[src/rtl/pcs_rx_pkg.sv]
// rtl/pcs_rx_pkg.sv - shared 64b/66b receive constants, block classes and rx states
package pcs_rx_pkg;

    localparam logic [1:0] SH_DATA = 2'b01;
    localparam logic [1:0] SH_CTRL = 2'b10;

    localparam logic [7:0] BT_IDLE = 8'h1E;
    localparam logic [7:0] BT_OS   = 8'h4B;
    localparam logic [7:0] BT_S    = 8'h78;
    localparam logic [7:0] BT_T0   = 8'h87;
    localparam logic [7:0] BT_T1   = 8'h99;
    localparam logic [7:0] BT_T2   = 8'hAA;
    localparam logic [7:0] BT_T3   = 8'hB4;
    localparam logic [7:0] BT_T4   = 8'hCC;
    localparam logic [7:0] BT_T5   = 8'hD2;
    localparam logic [7:0] BT_T6   = 8'hE1;
    localparam logic [7:0] BT_T7   = 8'hFF;

    // Eight 7-bit /E/ codes (7'h1E) packed behind an idle-type control header.
    localparam logic [65:0] EBLOCK     = {SH_CTRL, BT_IDLE, 56'h3C78F1E3C78F1E};
    localparam logic [65:0] IDLE_BLOCK = {SH_CTRL, BT_IDLE, 56'h0};

    typedef enum logic [2:0] {
        BLK_C,
        BLK_D,
        BLK_S,
        BLK_T,
        BLK_E
    } blk_class_t;

    typedef enum logic [2:0] {
        RX_INIT,
        RX_C,
        RX_D,
        RX_T,
        RX_E
    } rx_state_t;

    function automatic logic is_t_type(input logic [7:0] block_type);
        case (block_type)
            BT_T0, BT_T1, BT_T2, BT_T3,
            BT_T4, BT_T5, BT_T6, BT_T7: return 1'b1;
            default:                    return 1'b0;
        endcase
    endfunction

endpackage

[src/rtl/rx_block_classifier.sv]
// rtl/rx_block_classifier.sv - combinational C/D/S/T/E classification of a 66-bit block head
module rx_block_classifier
    import pcs_rx_pkg::*;
(
    input  logic [9:0] block_head,
    output logic [2:0] block_class
);

    logic [1:0] sync_header;
    logic [7:0] block_type;
    blk_class_t cls;

    assign sync_header = block_head[9:8];
    assign block_type  = block_head[7:0];

    always_comb begin
        cls = BLK_E;
        if (sync_header == SH_DATA) begin
            cls = BLK_D;
        end else if (sync_header == SH_CTRL) begin
            if (block_type == BT_IDLE || block_type == BT_OS) begin
                cls = BLK_C;
            end else if (block_type == BT_S) begin
                cls = BLK_S;
            end else if (is_t_type(block_type)) begin
                cls = BLK_T;
            end
        end
    end

    assign block_class = cls;

endmodule

[config.mk]
export PLATFORM = sky130hd
export DESIGN_NAME = rx_block_classifier
export DESIGN_NICKNAME = d
export VERILOG_FILES = /design/src/rtl/pcs_rx_pkg.sv /design/src/rtl/rx_block_classifier.sv
export SDC_FILE = /design/constraint.sdc
export NUM_CORES = 1
export LEC_CHECK = 0
export ABC_AREA = 1
export CORE_AREA = 10 10 47 49
export DETAILED_ROUTE_END_ITERATION = 8
export DIE_AREA = 0 0 57 59
export PLACE_DENSITY = 0.46
export SLEW_MARGIN = 30
export SYNTH_ARGS = -nofsm -noshare
export SYNTH_HDL_FRONTEND = slang
export SYNTH_SLANG_ARGS = --single-unit
export TNS_END_PERCENT = 20
[constraint.sdc]
create_clock -name vclk -period 2.2
set_input_delay 0.22 -clock vclk [all_inputs]
set_output_delay 0.22 -clock vclk [all_outputs]
set_load 0.01 [all_outputs]
==> results_dict.tcl <==
set metrics [dict create \
    drive_gt1_share_pct 8.33 \
    tns_ns 0 \
    crit_top_cell "nand2_1" \
    final_antenna_net_count 0 \
    coreArea_um2 1400 \
    worstPathArrival_ns 1.72 \
    synth.area.top_cells "nand2_1 (39%), nor2_1 (24%), inv_1 (14%)" \
    worstMarginPinSlew_ns 0.183 \
    regArea_um2 0 \
    io_pins 13 \
    n_sequential_cell 0 \
    cts_setup_buffers 0 \
    drcViolationCount 0 \
    min_path_type "primary input to output port" \
    vias 414 \
    final_nets 96 \
    leakagePower_nw 0.273 \
    synth_top_cell_area_share_pct 39.5 \
    synth.distinct_cells 12 \
    hold_end "block_class[1]" \
    crit_required_ns 1.98 \
    yosys.area.top_type "nand2_1" \
    fp.dieArea_um2 3360 \
    cp.buffers_inverters 3 \
    n_antenna_cell 0 \
    dp_slack_ns -0.0341 \
    rows 14 \
    max_cap_violations 0 \
    wl_per_cell_um 8.39 \
    grt_pass1_wl_mm 1.37 \
    critPathCaptureType "output port" \
    rsz0062_at_grt "false" \
    grt_max_degree 5 \
    worstSetupStartpointType "primary input" \
    critPathKind "primary input to output port" \
    max-slew-margin-rel_pct 87.8 \
    grt_pass1_vias 358 \
    place_hpwl_um 802 \
    first_pass_iters 2 \
    max-vdd-ir-drop_uv 32.9 \
    slew_viol_final 0 \
    drtIter0Drc 10 \
    grt_usage_pct 4.56 \
    hold_depth 6 \
    pwr_density_cell_nw_per_um2 122 \
    wl_um 839 \
    syn_to_final_growth_pct 57.0 \
    layout_setup_ws_ns 0.264 \
    hold_viol_final 0 \
    synthCells 70 \
    synth_seq_area_share_pct 0 \
    place_area_um2 443 \
    overflow 0 \
    syn_nets 80 \
    fillers 168 \
    die_w_um 57 \
    hold_start "block_head[9]" \
    path_max_fanout 4 \
    vias_per_cell 4.14 \
    fin_area_um2 448 \
    cp.depth 10 \
    crit_chain "clkdlybuf4s50_1, inv_1, nand2_1, nor2_2, nand2_1, nand2_1, nor2_4, nand4_1, a21oi_1, dlygate4sd2_1" \
    slowest_stage "clkdlybuf4s50_1" \
    period_share_pct 88.0 \
    syn_avg_cell_area_um2 4.08 \
    initial_core_util_pct 20.4 \
    clock_buffers 0 \
    layout_common_cells "nand2_1 (30), nor2_1 (16), inv_1 (11)" \
    yosysWarnings 0 \
    finalCriticalPeriod_ns 1.94 \
    port_buffers 13 \
    synth_area_um2 285 \
    critical_path.top_delay_family "buffers and inverters" \
    finalSetupViolCount 0 \
    mostFrequentLayoutCell "nand2_1" \
    status "complete, no violations" \
    antenna_found_initial 0 \
    die_h_um 59 \
    fmax_mhz 516 \
    place_congestion 0.717 \
    max_stage_delay_ns 0.51 \
]
-- per-layer routing --
layer	up-vias	wire [µm]	global-route usage [%]	share of wire [%]
met5	-	0	0	0
met4	0	0	0	0
met3	0	11	0.215	1.3
met2	4	478	10.7	57
met1	174	349	4.23	42
li1	236	-	-	-
-- where the power goes --
| group | switching, W | leakage [nW] | internal (W) |
|---|---|---|---|
| logic | 0.0000272 | 0.273 | 0.0000276 |
| clock network | 0 | 0 | 0 |
| registers | 0 | 0 | 0 |
| total | 0.0000272 | 0.273 | 0.0000276 |
-- worst min-delay path, stage by stage --
cell             delay (ns)
clkdlybuf4s50_1        0.43
inv_1                  0.06
nor2_1                 0.05
nand2_1                0.06
inv_1                  0.03
dlymetal6s2s_1         0.16
-- logic make-up after synthesis --
group,Yosys count,synth area share (%)
compound gates,3,5.26
buf+inv,12,15.8
simple gates,55,78.9
-- final cells by class --
cell class / instances / area (µm²) / area share, %
multi-input combinational: 58 / 245 / 54.7
tap: 16 / 20.0 / 4.47
timing repair buffer: 14 / 138 / 30.7
inverter: 12 / 45.0 / 10.1
-- worst max path at each step --
stage                  startpoint             end
CTS                 block_head[5]  block_class[1]
global placement    block_head[4]  block_class[2]
global route        block_head[4]  block_class[2]
detailed placement  block_head[5]  block_class[2]
floorplan           block_head[0]  block_class[2]
finish              block_head[5]  block_class[2]
-- metrics by stage --
stage          instances  power (W)  utilization, %  hold WS, ns
2_1_floorplan         70  0.0000235               -        0.570
3_3_place_gp         100  0.0000563            31.6         1.49
3_5_place_dp         100  0.0000565            31.6         1.49
4_1_cts              100  0.0000550            31.4         1.28
5_1_grt              100  0.0000612            32.0         1.26
6_report             100  0.0000547            32.0         1.23
-- Yosys cell counts (all sizes together) --
cell   count
nand4      1
nand2     31
a21oi      2
nor3       1
o21ai      1
nor2      20
nand3      2
inv       12
-- what timing repair did --
item                       in CTS  in global routing
resized for setup               2                  3
hold buffers                    0                  0
setup endpoints to repair       2                  1
(Power assumes the default switching activity.)
